$ cat config.mk
export PLATFORM = sky130hd
export DESIGN_NAME = jedro_1_mem_arbiter
export DESIGN_NICKNAME = d
export VERILOG_FILES = /design/src/rtl/jedro_1_mem_arbiter.sv
export SDC_FILE = /design/constraint.sdc
export NUM_CORES = 1
export LEC_CHECK = 0
export CAP_MARGIN = 20
export CORE_MARGIN = 5
export CORE_UTILIZATION = 33
export CTS_CLUSTER_DIAMETER = 100
export CTS_CLUSTER_SIZE = 25
export DETAILED_ROUTE_END_ITERATION = 6
export MAX_ROUTING_LAYER = met4
export PLACE_DENSITY_LB_ADDON = 0.2
export SYNTH_ARGS = -nofsm -noshare
export SYNTH_HDL_FRONTEND = slang
export SYNTH_SLANG_ARGS = --single-unit
$ cat constraint.sdc
create_clock -name clk_i -period 2.14 [get_ports clk_i]
set_clock_uncertainty 0.2 [all_clocks]
set_input_delay 0.321 -clock clk_i [delete_from_list [all_inputs] [get_ports clk_i]]
set_output_delay 0.321 -clock clk_i [all_outputs]
set_load 0.01 [all_outputs]
$ cat src/rtl/jedro_1_mem_arbiter.sv
// jedro_1_mem_arbiter
// Shares one single-port memory bus between the IFU instruction port and the
// LSU data port. At most one transaction is outstanding: the winner's command
// is registered onto mem_*, the owner is remembered, and the memory response
// is steered back to that owner in the same cycle it arrives. A hung bus is
// turned into a bus error after TIMEOUT_CYCLES cycles in REQ+RESP.
//
// Ports
//   clk_i, rstn_i        clock, asynchronous active-low reset
//   instr_*              IFU read port (req/addr in, rvalid/rdata/err out)
//   data_*               LSU port (req/addr/we/wdata in, rvalid/wvalid/rdata/err out)
//   mem_*                memory side (req/addr/we/wdata out, gnt/rvalid/rdata/err in)
//
// State | meaning
// IDLE  | no transaction; arbitrate and latch the winner's command
// REQ   | mem_req_o high, waiting for mem_gnt_i
// RESP  | request accepted, waiting for mem_rvalid_i

module jedro_1_mem_arbiter #(
    parameter int DATA_WIDTH      = 32,
    parameter int DATA_STREAK_MAX = 4,
    parameter int TIMEOUT_CYCLES  = 64
) (
    input  logic                  clk_i,
    input  logic                  rstn_i,
    input  logic                  instr_req_i,
    input  logic [DATA_WIDTH-1:0] instr_addr_i,
    output logic                  instr_rvalid_o,
    output logic [DATA_WIDTH-1:0] instr_rdata_o,
    output logic                  instr_err_o,
    input  logic                  data_req_i,
    input  logic [DATA_WIDTH-1:0] data_addr_i,
    input  logic [3:0]            data_we_i,
    input  logic [DATA_WIDTH-1:0] data_wdata_i,
    output logic                  data_rvalid_o,
    output logic                  data_wvalid_o,
    output logic [DATA_WIDTH-1:0] data_rdata_o,
    output logic                  data_err_o,
    output logic                  mem_req_o,
    input  logic                  mem_gnt_i,
    output logic [DATA_WIDTH-1:0] mem_addr_o,
    output logic [3:0]            mem_we_o,
    output logic [DATA_WIDTH-1:0] mem_wdata_o,
    input  logic                  mem_rvalid_i,
    input  logic [DATA_WIDTH-1:0] mem_rdata_i,
    input  logic                  mem_err_i
);

    localparam int SW = $clog2(DATA_STREAK_MAX + 1);
    localparam int TW = $clog2(TIMEOUT_CYCLES);

    typedef enum logic [1:0] {IDLE, REQ, RESP} state_e;

    state_e                state_q, state_d;
    logic                  owner_data_q, owner_data_d;
    logic                  mem_req_q, mem_req_d;
    logic [DATA_WIDTH-1:0] addr_q, addr_d;
    logic [3:0]            we_q, we_d;
    logic [DATA_WIDTH-1:0] wdata_q, wdata_d;
    logic [SW-1:0]         streak_q, streak_d;
    logic [TW-1:0]         timer_q, timer_d;

    logic resp_fire;
    logic timeout;
    logic instr_win;
    logic owner_err;

    assign resp_fire = (state_q == RESP) && mem_rvalid_i;
    assign timeout   = (state_q != IDLE) && (timer_q == TW'(TIMEOUT_CYCLES - 1)) && !resp_fire;
    // Instr only overrides data once the data side has used up its streak.
    assign instr_win = instr_req_i && (!data_req_i || (streak_q == SW'(DATA_STREAK_MAX)));
    assign owner_err = (resp_fire && mem_err_i) || timeout;

    always_comb begin
        state_d      = state_q;
        owner_data_d = owner_data_q;
        mem_req_d    = mem_req_q;
        addr_d       = addr_q;
        we_d         = we_q;
        wdata_d      = wdata_q;
        streak_d     = streak_q;
        timer_d      = timer_q;
        case (state_q)
            IDLE: begin
                if (instr_req_i || data_req_i) begin
                    state_d   = REQ;
                    mem_req_d = 1'b1;
                    timer_d   = '0;
                    if (instr_win) begin
                        owner_data_d = 1'b0;
                        addr_d       = instr_addr_i;
                        we_d         = 4'h0;
                        wdata_d      = '0;
                        streak_d     = '0;
                    end else begin
                        owner_data_d = 1'b1;
                        addr_d       = data_addr_i;
                        we_d         = data_we_i;
                        wdata_d      = data_wdata_i;
                        // Data can only win with instr pending while streak < max,
                        // so the increment never passes the saturation value.
                        streak_d     = instr_req_i ? streak_q + SW'(1) : '0;
                    end
                end
            end
            REQ: begin
                timer_d = timer_q + TW'(1);
                if (timeout) begin
                    state_d   = IDLE;
                    mem_req_d = 1'b0;
                end else if (mem_gnt_i) begin
                    state_d   = RESP;
                    mem_req_d = 1'b0;
                end
            end
            RESP: begin
                timer_d = timer_q + TW'(1);
                if (resp_fire || timeout) begin
                    state_d = IDLE;
                end
            end
            default: begin
                state_d   = IDLE;
                mem_req_d = 1'b0;
            end
        endcase
    end

    always_ff @(posedge clk_i or negedge rstn_i) begin
        if (!rstn_i) begin
            state_q      <= IDLE;
            owner_data_q <= 1'b0;
            mem_req_q    <= 1'b0;
            addr_q       <= '0;
            we_q         <= 4'h0;
            wdata_q      <= '0;
            streak_q     <= '0;
            timer_q      <= '0;
        end else begin
            state_q      <= state_d;
            owner_data_q <= owner_data_d;
            mem_req_q    <= mem_req_d;
            addr_q       <= addr_d;
            we_q         <= we_d;
            wdata_q      <= wdata_d;
            streak_q     <= streak_d;
            timer_q      <= timer_d;
        end
    end

    assign mem_req_o   = mem_req_q;
    assign mem_addr_o  = addr_q;
    assign mem_we_o    = we_q;
    assign mem_wdata_o = wdata_q;

    // Response steering is combinational so the owner sees it with zero added latency.
    assign instr_rvalid_o = resp_fire && !owner_data_q && !mem_err_i;
    assign instr_err_o    = !owner_data_q && owner_err;
    assign instr_rdata_o  = (resp_fire && !owner_data_q) ? mem_rdata_i : '0;
    assign data_rvalid_o  = resp_fire && owner_data_q && (we_q == 4'h0) && !mem_err_i;
    assign data_wvalid_o  = resp_fire && owner_data_q && (we_q != 4'h0) && !mem_err_i;
    assign data_err_o     = owner_data_q && owner_err;
    assign data_rdata_o   = (resp_fire && owner_data_q) ? mem_rdata_i : '0;

endmodule

======== After elaboration in Yosys (flattened, before gate mapping) ========
Index checks and enable logic that the tools add are counted.
storage, ports and cells
  input bits .............................. 139
  flip-flop bits (word level) ............. 81
  output and inout port bits .............. 138
  logic and storage cells ................. 69
operators by class
  bitwise gates (word level) .............. 1
  eq/ne operators ......................... 7
  mux-type cells .......................... 19
  reduce and logical (&&, ||, !) cells .... 32
  add/sub/neg operators ................... 2
operator list
  operator             number
  $mux 32              4
  $logic_and 1x1->1    14
  $pmux 6 s2           1
  $mux 2               4
  $add 6x1->6 const B  1
  $eq 6x6->1 const B   1
  $mux 3               2
  $mux 6               1
  $pmux 2 s3           1
  $reduce_and 3->1     2
  $logic_not 1->1      4
  $logic_not 4->1      1
  $logic_or 1x1->1     4
  $mux 1               4
  $mux 4               1
  $reduce_and 2->1     2
  $reduce_bool 2->1    2
  $reduce_bool 4->1    1
  $add 3x1->3 const B  1
  $eq 3x3->1 const B   1
  $ne 3x3->1 const B   1
  $pmux 1 s3           1
  $eq 2x1->1 const B   1
  $eq 2x2->1 const B   1
  other kinds (5)      5

======== Longest topological paths before layout ========
Gate-level depths: netlist of the first run.
  depth after elaboration ................. 7
  depth in mapped cells ................... 8
  gate-level depth less buffers ........... 6

======== Least setup slack after synthesis of the first run ========
No wires, ideal clock.
  path kind ............................... register to register
  start point ............................. register state_q[0]
  end point ............................... register state_q[0]
  required time ........................... 1.812 ns
  clock period less this slack ............ 2.025 ns
  slack ................................... 0.115 ns
  data arrival time ....................... 1.698 ns
  library setup time ...................... 0.128 ns
  path buffers ............................ 2
  stages on the path, launching flop included .. 9
  cells stage by stage .................... dfrtp_1 inv_1 ha_1 buf_4 or3b_1 buf_2 o2bb2ai_2 o211ai_2 mux2_1
on the way
  word-level cells in the longest chain between the ends .. 7
  elaborated cells on any way between the ends .. 15
  classes of those cells .................. 5 x eq/ne; 2 x mux; 8 x reduce/logical
ends and longest elaborated chain
  element                     RTL line  text
  start: declaration          54        state_e state_q, state_d;
  start signal: assignment    140       state_q <= state_d;
  $eq 2x2->1                  68, 83
  $logic_and 1x1->1           68        assign resp_fire = (state_q == RESP) && mem_rvalid_i;
  $logic_not 1->1             69        assign timeout = (state_q != IDLE) && (timer_q == TW'(TIMEOUT_CYCLES - 1)) && !resp_fire;
  $logic_and 1x1->1           69
  $logic_or 1x1->1            118       if (resp_fire || timeout) begin
  $ne 2x1->1 (no line)        -
  $reduce_and 3->1 (no line)  -
Parallel ways exist; a longest one is shown, timed or not.
A chain may end at the register's enable or synchronous reset.

======== Final worst setup path of the first run ========
  start point ............................. register state_q[0]
  end point ............................... output data_err_o
on the way
  word-level cells in the longest chain between the ends .. 6
  elaborated cells on any way between the ends .. 9
  classes of those cells .................. 1 x eq/ne; 8 x reduce/logical
ends and longest elaborated chain
  element                RTL line  text
  $eq 2x2->1             68
  $logic_and 1x1->1      68
  $logic_not 1->1        69
  $logic_and 1x1->1      69
  $logic_or 1x1->1 (*)   72        assign owner_err = (resp_fire && mem_err_i) || timeout;
  $logic_and 1x1->1 (*)  162       assign data_err_o = owner_data_q && owner_err;
  end: declaration       38        output logic data_err_o,
Every way passes the cells marked *; elsewhere a longest branch is shown, timed or not.

==> results of run 1 <==
==> registers in the layout (all words and copies together) (netlist names) <==
signal,flops
mem_wdata_o,32
mem_addr_o,32
streak_q,3
mem_req_o,1
mem_we_o,4
timer_q,6
owner_data_q,1
state_q,2
==> layer usage <==
layer | wire length (um) | part of all wire [%] | GRT usage (%) | vias up
li1 | - | - | - | 2105
met1 | 5630 | 38 | 20.2 | 1888
met4 | 288 | 2.0 | 7.00 | 0
met5 | 0 | 0 | - | -
met3 | 1140 | 7.7 | 4.69 | 19
met2 | 7650 | 52 | 34.1 | 175
==> Yosys cell counts (3+ instances only) <==
cell type / n / share of area (%)
nand3_1: 6 / 0.72
nand2_1: 112 / 10
o21ai_0: 73 / 8.8
inv_1: 6 / 0.54
clkbuf_1: 17 / 1.5
mux2i_1: 33 / 8.0
nor3b_1: 4 / 0.72
nor2_1: 7 / 0.63
xnor2_1: 3 / 0.63
buf_6: 4 / 1.1
dfrtp_1: 81 / 49
buf_2: 10 / 1.2
ha_1: 6 / 1.8
and2_1: 65 / 9.8
==> worst max-delay path: stages (launching register included) <==
cell and delay [ns]:
dfrtp_1 0.39, inv_2 0.11, ha_4 0.17, nand2_4 0.06
buf_4 0.14, nor3b_2 0.16, a31oi_2 0.17, nor2b_1 0.06
buf_2 0.14
==> what timing repair did <==
action | 4_1_cts | 5_1_grt
buffers inserted | 9 | 2
hold buffers | 1 | 0
gates cloned | 3 | 2
pin swaps | 18 | 29
endpoints found under the setup margin | 69 | 73
hold endpoints to repair | 35 | 0
gates resized for setup | 298 | 110
==> how the worst max path moves through the flow <==
stage,start,end,slack [ns]
4_1_cts,state_q[1]$_DFFE_PN0P_,data_err_o,-0.12
5_1_grt,state_q[1]$_DFFE_PN0P_,data_err_o,-0.24
2_1_floorplan,state_q[0]$_DFFE_PN0P_,state_q[0]$_DFFE_PN0P_,0.11
3_3_place_gp,mem_rvalid_i,instr_rdata_o[29],-0.35
6_report,state_q[0]$_DFFE_PN0P_,data_err_o,-0.12
3_5_place_dp,mem_rvalid_i,instr_rdata_o[9],-0.40
==> power breakdown <==
group / internal (mW) / switching, mW / leakage (nW) / total, mW
registers: 2.22 / 0.375 / 1.02 / 2.60
logic: 2.32 / 1.91 / 2.44 / 4.23
clock network: 0.926 / 0.589 / 0.148 / 1.51
total: 5.47 / 2.87 / 3.61 / 8.35
==> layout by cell type, fill, tap and decap left out, types with 11 or more instances in the layout <==
cell type	n
buf_4	34
clkdlybuf4s50_1	206
dfrtp_1	81
nand2_1	111
o21ai_0	73
mux2i_1	33
buf_6	51
clkbuf_16	11
buf_2	18
and2_1	14
and2_4	50
==> area by class of cell <==
cell class	instances	area, um^2	area share [%]
clock buffers	10	239	3.00
clock inverters	6	57.6	0.723
inverters	6	22.5	0.283
multi-input cells	337	2130	26.8
flip-flops and latches	81	2030	25.5
well taps	172	215	2.70
repair buffers	323	3270	41.1
==> per-stage QoR <==
step / std cells / TNS, ns / area [um^2] / total power, mW
finish: 935 / -3.04 / 7960 / 8.35
global route: 935 / -7.25 / 7960 / 8.95
CTS: 933 / -1.28 / 7470 / 8.26
detailed placement: 904 / -23.12 / 7290 / 6.62
global placement: 904 / -20.43 / 7290 / 6.50
floorplan: 456 / 0 / 4150 / 4.29
==> kinds of logic after synthesis <==
family | after synthesis
fa+ha+maj | 6
flops | 81
xor+xnor | 3
buf+inv | 38
mux | 35
simple gates | 208
compound gates | 85
==> summary.md, run 1 <==
| Metric | Value |
|---|---|
| CP max FO | `5` |
| Worst-margin pin slew | `0.491 ns` |
| Min Tclk post-route | `about 2.3 ns` |
| Root Buffer | `clkbuf_16` |
| # DRC | `0` |
| XOR/XNOR Fraction of Synth Area | `0.634%` |
| H-tree depth | `3` |
| IO Pins | `277` |
| Final Util | `a little under two thirds` |
| Setup CP Type | `reg -> out` |
| GPL Wtd Cong | `0.793` |
| RSZ-0062 raised after global routing | `yes` |
| Min-Delay Endpoint | `mem_wdata_o[6]$_DFFE_PN0P_` |
| Top_reg_cell synth | `dfrtp_1` |
| Vias in the first global route | `4410` |
| Worst rel slew slack | `67.3%` |
| Ant diodes | `0` |
| Tot GR Track Use | `19.0%` |
| Via density per instance | `4.48` |
| Final worst slack | `-0.115 ns` |
| Site row count | `41` |
| Buffers on Ports | `about 280` |
| Post-place setup slack | `-0.405 ns` |
| Largest net degree at the start of global routing | `between 60 and 70` |
| Cell count after synthesis | `456` |
| Fin nets | `~900` |
| Routed vias | `4187` |
| Initial core utilization | `between 30% and 40%` |
| Clk slew on worst S/H paths | `approximately 0.06 ns` |
| Die ar. | `about 15000 um^2` |
| Post-Synth Adder-Cell Area | `1.81%` |
| Yosys warnings | `0` |
| Final worst path period share | `105%` |
| Wire per inst | `approximately 16 um` |
| Synth Area in Simple Gates | `24.3%` |
| IR drop worst, VDD | `roughly 0.57 mV` |
| Total global routing overflow | `0` |
| Ys async rst share | `100%` |
| Clock buffer depth | `2` |
| DP HPWL | `11000 um` |
| Post-synth EDFFs | `0` |
| Post-Syn Nets | `601` |
| Layout cell share with drive strength beyond 1 | `26.1%` |
| Core Box Area | `12500 um^2` |
| Layout area overhead | `92.0%` |
| First-pass GRT wire length | `21600 um` |
| Syn_area_per_cell | `9.09 um^2` |
| Failing checks | `setup timing` |
| Max Fclk | `approximately 440 MHz` |
| CTS tree | `done` |
| Startpoint Class | `flip-flop` |
| P per Cell Area | `~1000 nW/um^2` |
| Fillers | `1042` |
| Reg-to-reg slack, setup | `-0.08 ns` |
| DRT iter0 DRCs | `135` |
| Post-synth cell types | `37` |
| Worst Min Path Start | `mem_wdata_o[6]$_DFFE_PN0P_` |
| CTS buffer count | `9` |
| Total Wirelength | `about 15000 um` |
| Clk_lat worst skew | `0.33 ns` |
| Chip width | `between 100 and 150 um` |
| Slew Viols, Final | `0` |
| Crit path capture type | `primary output` |
| WHS Path Cells | `2` |
| Clock sink count | `81` |
| #FFs+latches synth | `81` |
| Outcome | `complete, but fails checks` |
| R2R Path Start | `state_q[0]$_DFFE_PN0P_` |
| Hold Fails Final Rpt | `0` |
| Critical Path RT | `1.62 ns` |
| Static Leak | `3.61 nW` |
| CP arrival | `1.73 ns` |
| Finish-stage setup viols | `52` |
| R2r endpoint | `state_q[1]$_DFFE_PN0P_` |
| Pre-antenna DRT Iters | `4` |
| Initial antenna violation count | `0` |
| Compound-Gate Fraction of Synth Area | `11.3%` |
| Min Hold Slack | `around 0.28 ns` |
| Largest family of logic cells by synthesized area | `simple AND/OR/NAND/NOR gates` |
| Cell Area, Synth | `just over 4000 um^2` |
| HP Class | `reg -> reg` |
| Post-synthesis mux area share | `8.51%` |
| Register-to-Register Path Depth | `12` |
| Register area share after synthesis | `slightly below 50%` |
| Die H | `122 um` |
| # Max-Cap Violations | `0` |
| ANT nets after route | `0` |
(Power assumes the default switching activity.)
==> run 2: changes to the inputs <==
Settings changed: ABC_AREA set to 0.
==> results of run 2 <==
The final DEF is identical to that of run 1; final timing and power are the same.
==> run 3: changes to the inputs <==
Settings changed: CORE_UTILIZATION 33 to 40, DONT_BUFFER_PORTS set to 1.
==> run 3 against run 2 <==
The flow finishes with violations (hold timing, setup timing). Combinational power decreased by 48%. First-iteration DRC count rose by 53%. Sequential power grew 19%. Largest cell class is now multi-input gates. Count of clock-buffer cells in the layout rose by 1. Global-route usage increased by 3.4 points. Cell area decreased by 25%. Wire length fell by 3.3%. Final cell count fell by 24%. Critical path depth is 2 lower. Fmax is 2.0% higher. Hold slack lost 0.82 ns.
==> summary.md, run 3 (synthesis gave the netlist of run 1 again) <==
| Metric | Value |
|---|---|
| Outcome | `complete, but fails checks` |
| Failing checks | `hold timing, setup timing` |
| CTS tree | `done` |
| Post-place setup slack | `0.0512 ns (+0.456 ns)` |
| Vias in the first global route | `3873 (-12%)` |
| DP HPWL | `9250 um (-16%)` |
| # DRC | `0 (unchanged)` |
| Reg-to-reg slack, setup | `0.10 ns (+0.18 ns)` |
| HP Class | `in -> async` |
| Ant diodes | `0 (unchanged)` |
| Wire per inst | `20.1 um (+28%)` |
| Clock sink count | `81 (unchanged)` |
| IR drop worst, VDD | `0.591 mV (+4.1%)` |
| Layout cell share with drive strength beyond 1 | `23.0% (-3.1 points)` |
| CTS buffer count | `9 (unchanged)` |
| Hold Buf Count CTS | `100 (+99)` |
| Total global routing overflow | `0 (unchanged)` |
| Critical Path RT | `1.62 ns (about the same)` |
| Initial core utilization | `40.5% (+7.3 points)` |
| Most common cell after layout, fill and taps aside | `nand2_1` |
| Worst rel slew slack | `70.7% (+3.4 points)` |
| Root Buffer | `clkbuf_8` |
| Routed vias | `3713 (-11%)` |
| Crit path capture type | `primary output` |
| Total Wirelength | `14200 um (-3.3%)` |
| DRT iter0 DRCs | `207 (+53%)` |
| H-tree depth | `3 (unchanged)` |
| Static Leak | `2.69 nW (-26%)` |
| Min Tclk post-route | `2.21 ns (-0.0453 ns)` |
| Uppermost layer routed | `met4` |
| ANT nets after route | `0 (unchanged)` |
| Site row count | `37 (-9.8%)` |
| Final std cells w/o fill | `706 (-24%)` |
| Max Fclk | `453 MHz (+2.0%)` |
| R2R Path Start | `state_q[0]$_DFFE_PN0P_` |
| Initial antenna violation count | `0 (unchanged)` |
| Worst-margin pin slew | `0.438 ns (-0.0530 ns)` |
| Met1 Routed Length | `4690 um (-17%)` |
| GPL Wtd Cong | `1.00 (+26%)` |
| Final worst path period share | `103% (-2.1 points)` |
| Min Hold Slack | `-0.544 ns (-0.819 ns)` |
| Buffers on Ports | `0 (-100%)` |
| Critical path cell sequence | `inv_2, ha_4, nand2_4, nor2_4, clkbuf_16, and2_4` |
| Final worst slack | `-0.0698 ns (+0.0453 ns)` |
| Largest net degree at the start of global routing | `82 (+26%)` |
| Pre-antenna DRT Iters | `5 (+1)` |
| Chip width | `112 um (-8.4%)` |
| Clock buffer depth | `2 (unchanged)` |
| Placed cell count | `577 (-36%)` |
| Startpoint Class | `flip-flop` |
| Max incr delay on CP | `0.40 ns (about the same)` |
| Layout area overhead | `43.8%` |
| Finish-stage setup viols | `55 (+5.8%)` |
| Tot GR Track Use | `22.3% (+3.4 points)` |
| Via density per instance | `5.26 (+17%)` |
| CP max FO | `8 (+3)` |
| Clk slew on worst S/H paths | `0.08 ns (+0.02 ns)` |
| Register-to-Register Path Depth | `7 (-5)` |
| Hold Fails Final Rpt | `81 (+81)` |
| Die H | `112 um (-8.4%)` |
| # Max-Cap Violations | `0 (unchanged)` |
| Setup CP Type | `reg -> out` |
| P per Cell Area | `1080 nW/um^2 (+2.8%)` |
| Commonest cells after routing, fill and taps aside | `nand2_1 (111), dlygate4sd3_1 (100), dfrtp_1 (80), o21ai_0 (73), and2_4 (64)` |
| Clk_lat worst skew | `0.35 ns (+0.02 ns)` |
| Die ar. | `12500 um^2 (-16%)` |
| Final Util | `58.3% (-5.6 points)` |
| Slowest cell on the critical path | `dfrtp_1` |
| Fin nets | `710 (-21%)` |
| WL met3 | `1300 um (+14%)` |
| WL met2 | `7730 um (+1.1%)` |
| Slew Viols, Final | `0 (unchanged)` |
| Setup TNS | `-1.70 ns (+1.34 ns)` |
| First-pass GRT wire length | `21400 um (-1.2%)` |
| R2r endpoint | `state_q[0]$_DFFE_PN0P_` |
| IO Pins | `277 (unchanged)` |
| CP arrival | `1.69 ns (-0.04 ns)` |
| RSZ-0062 raised after global routing | `yes` |
| Core Box Area | `10200 um^2 (-18%)` |
==> run 3: metrics by stage <==
| stage | instance area, um^2 | total power [mW] | hold slack (ns) |
|---|---|---|---|
| floorplan | 4150 | 4.29 | -0.175 |
| global placement | 4320 | 4.78 | -0.172 |
| detailed placement | 4320 | 4.87 | -0.173 |
| CTS | 5780 | 6.35 | -0.568 |
| global route | 5960 | 6.93 | -0.580 |
| finish | 5960 | 6.42 | -0.544 |
==> run 3: worst max path at each step <==
stage	startpoint	endpoint	depth (start not counted)
3_5_place_dp	state_q[1]$_DFFE_PN0P_	state_q[0]$_DFFE_PN0P_	6
5_1_grt	state_q[1]$_DFFE_PN0P_	instr_err_o	6
2_1_floorplan	state_q[0]$_DFFE_PN0P_	state_q[0]$_DFFE_PN0P_	8
6_report	state_q[0]$_DFFE_PN0P_	instr_rdata_o[8]	6
4_1_cts	state_q[0]$_DFFE_PN0P_	data_err_o	6
3_3_place_gp	state_q[0]$_DFFE_PN0P_	data_err_o	6
==> run 3: cell type report <==
cell class	count	area (um^2)
timing repair buffer	130	1330
clock inverter	5	55.1
tap	136	170
inverter	6	22.5
clock buffer	11	141
sequential	81	2030
fill	834	4270
multi-input combinational	337	2220
==> run 3: layer usage <==
| metal | vias to the layer above | global-route usage [%] |
|---|---|---|
| li1 | 1719 | - |
| met5 | - | - |
| met3 | 31 | 7.50 |
| met4 | 0 | 11.3 |
| met1 | 1761 | 21.3 |
| met2 | 202 | 39.9 |
==> run 3: critical path, delay by kind of cell (launching register included) <==
family                     cells  cell delay (ns)
and+or+nand+nor                3             0.44
adders and majority gates      1             0.19
buffers and inverters          2             0.31
DFF                            1             0.40
==> run 3: power by group <==
part / internal [mW] / switching, mW / total, mW
logic: 1.03 / 1.19 / 2.22
registers: 2.22 / 0.870 / 3.09
clock network: 0.567 / 0.539 / 1.11
total: 3.82 / 2.60 / 6.42
==> run 3: timing repair <==
item	CTS	global route
pin swaps	23	20
setup buffers	6	2
gates cloned	2	3
resized for setup	62	37
setup endpoints to repair	69	69
endpoints found under the hold margin	152	81
